<file path="config.mk">
export PLATFORM = sky130hd
export DESIGN_NAME = calc_exec
export DESIGN_NICKNAME = d
export VERILOG_FILES = /design/src/rtl/calc_exec.sv
export SDC_FILE = /design/constraint.sdc
export NUM_CORES = 1
export LEC_CHECK = 0
export ABC_AREA = 1
export BUFFER_PORTS_ARGS = -buffer_cell sky130_fd_sc_hd__buf_2
export CAP_MARGIN = 0
export CELL_PAD_IN_SITES_DETAIL_PLACEMENT = 2
export CELL_PAD_IN_SITES_GLOBAL_PLACEMENT = 2
export CORE_ASPECT_RATIO = 1.5
export CORE_UTILIZATION = 37
export DETAILED_ROUTE_END_ITERATION = 7
export GPL_ROUTABILITY_DRIVEN = 0
export PLACE_DENSITY_LB_ADDON = 0.1
export SLEW_MARGIN = 20
export SYNTH_ARGS = -nofsm -noshare
export SYNTH_HDL_FRONTEND = slang
export SYNTH_SLANG_ARGS = --single-unit
export TNS_END_PERCENT = 5
</file>
<file path="constraint.sdc">
create_clock -name clk -period 2.8 [get_ports clk]
set_clock_uncertainty 0.1 [all_clocks]
set_input_delay 0.56 -clock clk [delete_from_list [all_inputs] [get_ports clk]]
set_output_delay 0.56 -clock clk [all_outputs]
set_load 0.05 [all_outputs]
</file>
<file path="src/rtl/calc_exec.sv">
// ---------------------------------------------------------------------------
// calc_exec : calculator back-end (add/sub/mul/div on 6-bit operands + BCD)
// Rev 1.0
// ---------------------------------------------------------------------------
`default_nettype none

module calc_exec (
  input  logic        clk,
  input  logic        resetN,
  input  logic        flag,
  input  logic [5:0]  A,
  input  logic [5:0]  B,
  input  logic [1:0]  opcode,
  output logic [11:0] result,
  output logic        neg,
  output logic [5:0]  rem,
  output logic        err,
  output logic [15:0] bcd,
  output logic        busy,
  output logic        done,
  output logic        valid
);

  typedef enum logic [1:0] {
    S_IDLE = 2'd0,
    S_EXEC = 2'd1,
    S_CONV = 2'd2,
    S_DONE = 2'd3
  } state_t;

  localparam logic [1:0] c_OP_SUB = 2'b01;
  localparam logic [1:0] c_OP_MUL = 2'b10;
  localparam logic [1:0] c_OP_DIV = 2'b11;

  state_t      r_state;
  logic        r_s1, r_s2, r_s3;
  logic [1:0]  r_op;
  logic [5:0]  r_a;      // dividend shifts out MSB-first, quotient shifts in
  logic [5:0]  r_b;      // multiplier shifts out LSB-first
  logic [11:0] r_mcand;
  logic [11:0] r_res;
  logic [5:0]  r_prem;
  logic        r_neg;
  logic        r_err;
  logic [3:0]  r_cnt;
  logic [27:0] r_dd;     // {bcd[15:0], binary[11:0]}

  logic        w_start;
  logic [6:0]  w_sum7;
  logic        w_ge;
  logic [5:0]  w_diff;
  logic [11:0] w_acc_nxt;
  logic [6:0]  w_trial;
  logic        w_qbit;
  logic [5:0]  w_sub;
  logic [5:0]  w_prem_nxt;
  logic [5:0]  w_quo_nxt;
  logic        w_divz;
  logic        w_last;
  logic [11:0] w_res;
  logic [15:0] w_adj;
  logic [27:0] w_dd_nxt;

  assign w_start   = r_s2 & ~r_s3;
  assign w_sum7    = {1'b0, r_a} + {1'b0, r_b};
  assign w_ge      = (r_a >= r_b);
  assign w_diff    = w_ge ? (r_a - r_b) : (r_b - r_a);
  assign w_acc_nxt = r_res + (r_b[0] ? r_mcand : 12'd0);

  // Restoring division step: partial remainder always fits 6 bits after restore.
  assign w_trial    = {r_prem, r_a[5]};
  assign w_qbit     = (w_trial >= {1'b0, r_b});
  assign w_sub      = w_trial[5:0] - r_b;
  assign w_prem_nxt = w_qbit ? w_sub : w_trial[5:0];
  assign w_quo_nxt  = {r_a[4:0], w_qbit};
  assign w_divz     = (r_b == 6'd0);

  assign w_last = (r_op[1] == 1'b0) || ((r_op == c_OP_DIV) && w_divz) || (r_cnt == 4'd5);

  always_comb begin
    w_res = 12'd0;
    case (r_op)
      2'b00:    w_res = {5'd0, w_sum7};
      c_OP_SUB: w_res = {6'd0, w_diff};
      c_OP_MUL: w_res = w_acc_nxt;
      c_OP_DIV: w_res = w_divz ? 12'd0 : {6'd0, w_quo_nxt};
      default:  w_res = 12'd0;
    endcase
  end

  // Double-dabble: correct each BCD nibble, then shift the whole register left.
  always_comb begin
    w_adj = r_dd[27:12];
    for (int i = 0; i < 4; i++) begin
      if (r_dd[12 + 4*i +: 4] >= 4'd5)
        w_adj[4*i +: 4] = r_dd[12 + 4*i +: 4] + 4'd3;
    end
  end

  assign w_dd_nxt = {w_adj, r_dd[11:0]} << 1;

  always_ff @(posedge clk or negedge resetN) begin
    if (!resetN) begin
      r_state <= S_IDLE;
      r_s1    <= 1'b0;
      r_s2    <= 1'b0;
      r_s3    <= 1'b0;
      r_op    <= 2'd0;
      r_a     <= 6'd0;
      r_b     <= 6'd0;
      r_mcand <= 12'd0;
      r_res   <= 12'd0;
      r_prem  <= 6'd0;
      r_neg   <= 1'b0;
      r_err   <= 1'b0;
      r_cnt   <= 4'd0;
      r_dd    <= 28'd0;
      result  <= 12'd0;
      neg     <= 1'b0;
      rem     <= 6'd0;
      err     <= 1'b0;
      bcd     <= 16'd0;
      busy    <= 1'b0;
      done    <= 1'b0;
      valid   <= 1'b0;
    end else begin
      r_s1 <= flag;
      r_s2 <= r_s1;
      r_s3 <= r_s2;

      case (r_state)
        S_IDLE: begin
          if (w_start) begin
            r_a     <= A;
            r_b     <= B;
            r_op    <= opcode;
            r_mcand <= {6'd0, A};
            r_res   <= 12'd0;
            r_prem  <= 6'd0;
            r_neg   <= 1'b0;
            r_err   <= 1'b0;
            r_cnt   <= 4'd0;
            valid   <= 1'b0;
            busy    <= 1'b1;
            r_state <= S_EXEC;
          end
        end

        S_EXEC: begin
          r_cnt <= r_cnt + 4'd1;
          r_res <= w_res;
          case (r_op)
            c_OP_SUB: r_neg <= ~w_ge;
            c_OP_MUL: begin
              r_mcand <= r_mcand << 1;
              r_b     <= {1'b0, r_b[5:1]};
            end
            c_OP_DIV: begin
              if (w_divz) begin
                r_err <= 1'b1;
              end else begin
                r_prem <= w_prem_nxt;
                r_a    <= w_quo_nxt;
              end
            end
            default: ;
          endcase
          if (w_last) begin
            r_cnt   <= 4'd0;
            r_dd    <= {16'd0, w_res};
            r_state <= S_CONV;
          end
        end

        S_CONV: begin
          r_dd  <= w_dd_nxt;
          r_cnt <= r_cnt + 4'd1;
          if (r_cnt == 4'd11) begin
            result  <= r_res;
            neg     <= r_neg;
            rem     <= r_prem;
            err     <= r_err;
            bcd     <= w_dd_nxt[27:12];
            done    <= 1'b1;
            valid   <= 1'b1;
            busy    <= 1'b0;
            r_state <= S_DONE;
          end
        end

        S_DONE: begin
          done    <= 1'b0;
          r_state <= S_IDLE;
        end

        default: r_state <= S_IDLE;
      endcase
    end
  end

endmodule

`default_nettype wire

</file>
* Word-level counts from Yosys, hierarchy flattened *
Cells that the tools add are included.

operators by class
  add/sub/neg operators = 10
  magnitude comparators = 6
  bitwise gates (word level) = 4
  reductions and logical operators = 23
  equal/unequal tests = 16
  mux-type cells = 46

operators with widths
  kind                                                                   number
  6-bit two-way mux                                                      11
  28-bit case mux with 2 select lines                                    1
  12-bit two-way mux                                                     4
  12-bit case mux with 2 select lines                                    2
  12-bit case mux with 4 select lines                                    1
  6-bit case mux with 2 select lines                                     3
  28-bit two-way mux                                                     1
  4-bit two-way mux                                                      5
  6-bit subtractor                                                       3
  4-bit by 3-bit >= comparator with 1-bit output, second input constant  4
  12-bit adder                                                           1
  4-bit by 2-bit adder with 4-bit output, second input constant          3
  2-bit != test, second input constant                                   6
  4-bit case mux with 3 select lines                                     1
  2-bit AND reduction                                                    6
  3-bit AND reduction                                                    4
  1-bit case mux with 2 select lines                                     5
  2-bit equality test, second input constant                             4
  2-bit case mux with 4 select lines                                     1
  4-bit AND reduction                                                    2
  2-bit nonzero test                                                     4
  6-bit by 6-bit adder with 7-bit output                                 1
  7-bit by 6-bit >= comparator with 1-bit output                         1
  1-bit two-way mux                                                      7
  16 further kinds                                                       24

word-level totals
  input bits = 17
  register bits = 122

* Depth between registers and ports, before layout *
Gate-level depths: netlist (run 1).

  depth in word-level cells = 6
  mapped depth = 17
  mapped depth without buffers = 16

* Least setup slack after synthesis (run 1) *
Ideal clock, no wire load.

  path kind = flip-flop to flip-flop
  start = register r_b[0]
  end = register r_dd[9]
  path slack = 0.701 ns
  period minus slack after synthesis = 2.099 ns
  arrival = 1.883 ns
  setup time = 0.116 ns
  cell stages (with the launch flop) = 15
  cell sequence = dfrtp_1 clkbuf_1 nand2_1 inv_1 ha_1 a21oi_1 nor2_1 nor2_1 nand2_1 nand3_1 nand3_1 nand3_1 nand2_1 nand2_1 nand2_1

between the ends
  cells in the longest elaborated chain, start to end = 6

RTL lines
  element                                               line  RTL
  start, declared                                       39    logic [5:0] r_b;
  start signal, assigned                                156   r_b <= {1'b0, r_b[5:1]};
  branches (longest 6 deep; another with 12-bit adder)  n/a
  end signal, assigned                                  170   r_dd <= {16'd0, w_res};
  end signal, assigned                                  176   r_dd <= w_dd_nxt;
  end, declared                                         46    logic [27:0] r_dd;

Parallel ways; which one is timed is not known. The select of a mux whose other input is x is not followed.
A chain may end at the register's enable or synchronous reset.

* Worst setup path in the final report (run 1) *
  start = register r_b[0]
  end = register r_dd[8]

Same word-level chain as after synthesis.

==> results of run 1 <==
[layout make-up]
cell class / instances / share of cell area, %
Timing Repair Buffer: 67 / 4.53
Sequential cell: 122 / 36.1
Multi-Input combinational cell: 633 / 43.0
Clock buffer: 21 / 5.21
Tap cell: 256 / 3.79
Clock inverter: 11 / 1.17
Inverter: 137 / 6.16
[kinds of logic (layout without fill, tap and decap cells)]
| group | after synthesis | count (layout) |
|---|---|---|
| fa+ha+maj | 53 | 53 |
| xor+xnor | 13 | 13 |
| flops | 122 | 122 |
| simple gates | 377 | 377 |
| compound gates | 190 | 190 |
| buf+inv | 164 | 236 |
[final timing paths]
| check | endpoint |
|---|---|
| max | r_dd[8] |
| min in group asynchronous | result[5] |
| max reg2reg | r_dd[8] |
| min reg2reg | r_s2 |
| min | r_s1 |
| max in group asynchronous | r_b[0] |
[registers in the layout, indices dropped and copies added, names as in the netlist, 2 cells and up]
name / count
r_a: 6
result: 12
rem: 6
r_mcand: 12
r_dd: 28
r_b: 6
bcd: 16
r_cnt: 4
r_res: 12
r_op: 2
r_state: 2
r_prem: 6
[cell usage after synthesis, drive strengths merged]
library cell	number	area share, %
nor2	56	3.3
o21ai	89	6.7
nand4	14	1.2
o211ai	7	0.71
or2	9	0.76
a21o	2	0.20
o21bai	2	0.20
nor3	4	0.42
nand3b	1	0.10
a32o	1	0.14
xor2	11	1.3
buf	17	1.9
dfrtp	122	41
a31oi	8	0.68
o22ai	31	3.7
o221ai	1	0.12
xnor2	2	0.24
a22oi	4	0.41
nand3	49	3.6
a21oi	44	3.2
inv	137	7.0
a2bb2oi	1	0.12
ha	48	8.1
fa	5	1.4
nand2	244	13
clkbuf	10	0.51
[worst max-delay path: cells and delay by family (launching register included)]
family                     cells  cell delay (ns)
buffers and inverters          1             0.05
adders and majority gates      2             0.69
and+or+nand+nor                8             0.70
DFF                            1             0.54
AOI/OAI and AO/OA              1             0.37
[power by group through the flow]
| stage | clock, uW | sequential (uW) | combinational, uW |
|---|---|---|---|
| after floorplan | 0 | 2420 | 3980 |
| after global placement | 0 | 2530 | 5030 |
| after detailed placement | 0 | 2560 | 5360 |
| after CTS | 2120 | 2540 | 5410 |
| after global routing | 2180 | 2580 | 6030 |
| final | 2080 | 2530 | 5330 |
[through the flow]
| stage | hold slack, ns | utilization, % |
|---|---|---|
| final | 0.149 | 43.8 |
| after global routing | 0.137 | 43.8 |
| after CTS | 0.133 | 43.7 |
| after detailed placement | 0.240 | 40.9 |
| after global placement | 0.240 | 40.9 |
| after floorplan | 0.164 | - |
[per-layer routing]
metal / vias to the layer above / track usage [%]
met5: - / 0
met4: 0 / 9.36
met3: 37 / 4.05
met2: 82 / 48.8
met1: 3278 / 26.1
li1: 3113 / -
[repair_timing]
item                                    in CTS  in global routing
endpoints found under the setup margin       0                  7
resized for setup                            0                  1
hold endpoints to repair                    27                  0
setup buffers                                0                  0
hold buffers                                 1                  0
==> flow_metrics.env, run 1 <==
export IMPL_cp_max_fo=17
export IMPL_dp_cells=1214
export IMPL_clk_pin_slew_ns=0.06
export IMPL_synth_xor_area_share_pct=1.54
export IMPL_cts_buffer_depth=2
export IMPL_antenna_found_initial=0
export IMPL_slowest_delay_ns=0.54
export IMPL_synth_nets=989
export IMPL_finalPower_uw=9950
export IMPL_ys_ff_latch=122
export IMPL_mostFrequentLayoutCell="nand2_1"
export IMPL_layout_setup_ws_ns=0.241
export IMPL_mostFrequentLayoutCells="nand2_1, inv_1, dfrtp_1"
export IMPL_syn2layout_area_growth_pct=14.4
export IMPL_drv_cap=0
export IMPL_grt_overflow_total=0
export IMPL_switchingPower_uw=4900
export IMPL_cp_start_kind="register"
export IMPL_viasPerCell=5.22
export IMPL_maxSlewHeadroom_pct=42.4
export IMPL_ys_warn_count=0
export IMPL_root_buffer="clkbuf_16"
export IMPL_dieHeight_um=175
export IMPL_cts_tree="yes"
export IMPL_placed_cell_area_um2=7900
export IMPL_wl_met2_um=13500
export IMPL_start_util_pct=38.2
export IMPL_worst_pin_slew_ns=0.863
export IMPL_synthAdderAreaFrac_pct=9.49
export IMPL_fin_crit_sh_pct=91.4
export IMPL_insertion_delay_ns=0.43
export IMPL_row_count=62
export IMPL_status="finished, final reports clean"
export IMPL_grt_max_degree=71
export IMPL_p_leak_uw=0.00426
export IMPL_cts_buffers_inserted=17
export IMPL_dr_wl_met3_um=450
export IMPL_drv_slew=0
export IMPL_p_clk_share_pct=20.9
export IMPL_internal_power_uw=5040
export IMPL_n_antenna_cell=0
export IMPL_stdcell_count=1247
export IMPL_pwr_share_seq_pct=25.5
export IMPL_end_kind="register"
export IMPL_finalInstanceArea_um2=8450
export IMPL_pre_cts_slack_ns=0.124
export IMPL_seq_area_frac_synth_pct=41.3
export IMPL_wl_per_cell_um=19.3
export IMPL_grt_usage_pct=24.9
export IMPL_fin_setup_tns_ns=0
export IMPL_ir_worst_vdd_uv=879
export IMPL_pwr_share_comb_pct=53.6
export IMPL_fillCellCount=2228
export IMPL_htreeDepth=4
export IMPL_fin_nets=1048
export IMPL_power_density_nw_per_um2=1180
export IMPL_cp_data_required_time_ns=3.02
export IMPL_clock_sinks=122
export IMPL_drive_gt1_share_pct=15.7
export IMPL_drt_iter0_drc=169
export IMPL_synthDistinctLibCells=45
export IMPL_die_w_um=117
export IMPL_grt_pass1_vias=7433
export IMPL_cp_startpoint="r_b[0]"
export IMPL_coreArea_um2=19300
export IMPL_rrSetupSlack_ns=0.24
export IMPL_holdCritPathClass="input port to register"
export IMPL_regArea_um2=3050
export IMPL_synthMuxAreaShare_pct=0
export IMPL_syn_inst=919
export IMPL_synth_top_family_by_area="simple AND/OR/NAND/NOR gates"
export IMPL_finalHoldViolCount=0
export IMPL_wl_met1_um=9490
export IMPL_grt_pass1_wl_um=39600
export IMPL_ant_nets=0
export IMPL_die_area_um2=20500
export IMPL_synth_simple_area_share_pct=21.9
export IMPL_wl_um=24100
export IMPL_crit_type="register to register"
export IMPL_setup_viol=0
export IMPL_cpMostUsedCell="nand2_1"
export IMPL_pin_count=56
export IMPL_holdPathStages=1
export IMPL_min_from="flag"
export IMPL_swShare_pct=49.3
export IMPL_port_buffers=55
export IMPL_syn_area_per_cell_um2=8.04
export IMPL_topRoutingLayerUsed="met4"
export IMPL_worstPathArrival_ns=2.78
export IMPL_period_minus_slack_ns=2.56
export IMPL_r2r_cells=12
export IMPL_max_freq_ghz=0.391
export IMPL_crit_chain="nand2_1, inv_1, ha_1, fa_1, nand3_1, nand2_1, nand2_1, nand2_1, o21ai_0, nand2_1, nand2_1, nand2_1"
export IMPL_rsz0062_at_grt="no"
export IMPL_multi_input_area_um2=3630
export IMPL_synth_compound_area_share_pct=16.3
export IMPL_hpwl_um=18600
export IMPL_drt_pass1_iter_count=4
export IMPL_vias=6510
export IMPL_rr_startpoint="r_b[0]"
export IMPL_cp_slowest_cell="dfrtp_2"
export IMPL_syn_cell_area_um2=7390
export IMPL_drcViolationCount=0
(Power assumes the default switching activity.)
==> run 2, diff against run 1 <==
Settings changed: CELL_PAD_IN_SITES_DETAIL_PLACEMENT 2 to 1, CELL_PAD_IN_SITES_GLOBAL_PLACEMENT 2 to 1, CORE_UTILIZATION 37 to 40, PLACE_DENSITY from default to 0.7, PLACE_DENSITY_LB_ADDON 0.1 to default.
==> run 2 against run 1 <==
  * Die area decreased by 7.4%
  * Routed wire length decreased by 13%
  * Cell count decreased by 3.0%
  * Maximum frequency increased by 3.2%
  * Critical endpoint is now r_dd[9]
  * Largest power group unchanged
==> flow_metrics.env, run 2 (synthesis results as in run 1) <==
export IMPL_pin_count=56
export IMPL_multi_input_area_um2=3630
export IMPL_drv_slew=0
export IMPL_internal_power_uw=5440
export IMPL_htreeDepth=4
export IMPL_stdcell_count=1210
export IMPL_wl_per_cell_um=17.2
export IMPL_postCtsSetupBuffers=0
export IMPL_max_flop_register="r_dd"
export IMPL_crit_type="register to register"
export IMPL_wl_met1_um=8530
export IMPL_drv_cap=0
export IMPL_dp_cells=1179
export IMPL_drive_gt1_share_pct=16.3
export IMPL_cts_tree="yes"
export IMPL_n_antenna_cell=0
export IMPL_pwr_share_seq_pct=24.5
export IMPL_p_clk_share_pct=24.4
export IMPL_viasPerCell=5.18
export IMPL_cts_buffer_depth=2
export IMPL_drcViolationCount=0
export IMPL_top_regs="r_dd (28), bcd (16)"
export IMPL_layout_setup_ws_ns=0.320
export IMPL_cp_start_kind="register"
export IMPL_fin_setup_tns_ns=0
export IMPL_syn2layout_area_growth_pct=15.5
export IMPL_fin_crit_sh_pct=88.6
export IMPL_grt_pass1_wl_um=35300
export IMPL_worst_pin_slew_ns=0.835
export IMPL_setup_viol=0
export IMPL_rsz0062_at_grt="no"
export IMPL_largest_reg_flops=28
export IMPL_cts_buffers_inserted=17
export IMPL_row_count=60
export IMPL_cp_max_fo=11
export IMPL_mostFrequentLayoutCells="nand2_1, inv_1, dfrtp_1"
export IMPL_worstPathArrival_ns=2.69
export IMPL_regArea_um2=3050
export IMPL_drt_pass1_iter_count=4
export IMPL_holdCritPathClass="input port to asynchronous set/reset pin"
export IMPL_mostFrequentLayoutCell="nand2_1"
export IMPL_cts_hold_buf=0
export IMPL_grt_max_degree=71
export IMPL_clk_pin_slew_ns=0.06
export IMPL_fin_nets=1051
export IMPL_ir_worst_vdd_uv=720
export IMPL_die_w_um=113
export IMPL_power_density_nw_per_um2=1190
export IMPL_dr_wl_met3_um=408
export IMPL_post_cts_resized=0
export IMPL_coreArea_um2=18000
export IMPL_port_buffers=55
export IMPL_cp_data_required_time_ns=3.01
export IMPL_period_minus_slack_ns=2.48
export IMPL_swShare_pct=46.6
export IMPL_hpwl_um=15900
export IMPL_pre_cts_slack_ns=0.325
export IMPL_wl_met2_um=11200
export IMPL_hold_slack_ns=0.0354
export IMPL_start_util_pct=41.0
export IMPL_topRoutingLayerUsed="met4"
export IMPL_p_leak_uw=0.00434
export IMPL_end_kind="register"
export IMPL_grt_overflow_total=0
export IMPL_grt_pass1_vias=6882
export IMPL_die_area_um2=19000
export IMPL_finalHoldViolCount=0
export IMPL_vias=6271
export IMPL_fillCellCount=2192
export IMPL_grt_usage_pct=23.9
export IMPL_finalPower_uw=10200
export IMPL_pwr_share_comb_pct=51.1
export IMPL_wl_um=20900
export IMPL_ant_nets=0
export IMPL_switchingPower_uw=4750
export IMPL_max_freq_ghz=0.403
export IMPL_drt_iter0_drc=276
export IMPL_dieHeight_um=168
export IMPL_antenna_found_initial=0
export IMPL_maxSlewHeadroom_pct=44.3
export IMPL_insertion_delay_ns=0.43
export IMPL_status="finished, final reports clean"
export IMPL_clock_sinks=122
export IMPL_root_buffer="clkbuf_16"
run 2: path summary, 6_finish.rpt:
| path | startpoint | end | slack, ns | cells after the start |
|---|---|---|---|---|
| worst min register to register | r_s1 | r_s2 | 0.26 | 0 |
| worst min-delay path | resetN | result[7] | 0.04 | 1 |
| max in group asynchronous | resetN | r_dd[1] | 1.83 | 2 |
| min in group clk | flag | r_s1 | 0.14 | 1 |
| worst max register to register | r_b[0] | r_dd[9] | 0.32 | 17 |
| worst max-delay path | r_b[0] | r_dd[9] | 0.32 | 17 |
run 2: cell type report:
cell class / instances / share of cell area, %
flip-flops and latches: 122 / 35.8
clock buffers: 18 / 5.15
repair buffers: 70 / 4.72
inverters: 137 / 6.10
well taps: 217 / 3.18
multi-input cells: 633 / 42.6
clock inverters: 13 / 2.51
run 2: worst max-delay path: stages, from the launching register on:
cell,delay [ns]
dfrtp_1,0.50
buf_4,0.23
nand2_1,0.07
inv_1,0.04
ha_1,0.38
nand2_1,0.09
nand2_1,0.09
inv_1,0.04
nand2_1,0.12
nand2_1,0.07
nand2_1,0.13
nand3_1,0.12
nand2_1,0.08
nand2_1,0.05
nand3_1,0.10
nand2_1,0.06
nand2_1,0.06
nand2_1,0.05
run 2: power groups by stage:
stage	Combinational, uW	Sequential, uW	Clock [uW]
global route	5940	2540	2590
floorplan	3980	2420	0
finish	5210	2500	2480
global placement	5090	2510	0
detailed placement	5200	2520	0
CTS	5250	2500	2530
run 2: through the flow:
stage,cell area [um^2],utilization (%)
floorplan,7390,-
global placement,7880,43.7
detailed placement,7880,43.7
CTS,8530,47.4
global route,8540,47.4
finish,8540,47.4
run 2: per-layer routing:
| layer | track usage [%] | vias up |
|---|---|---|
| met3 | 3.78 | 38 |
| met5 | 0 | - |
| met1 | 26.5 | 3037 |
| li1 | - | 3113 |
| met2 | 44.6 | 83 |
| met4 | 10.6 | 0 |
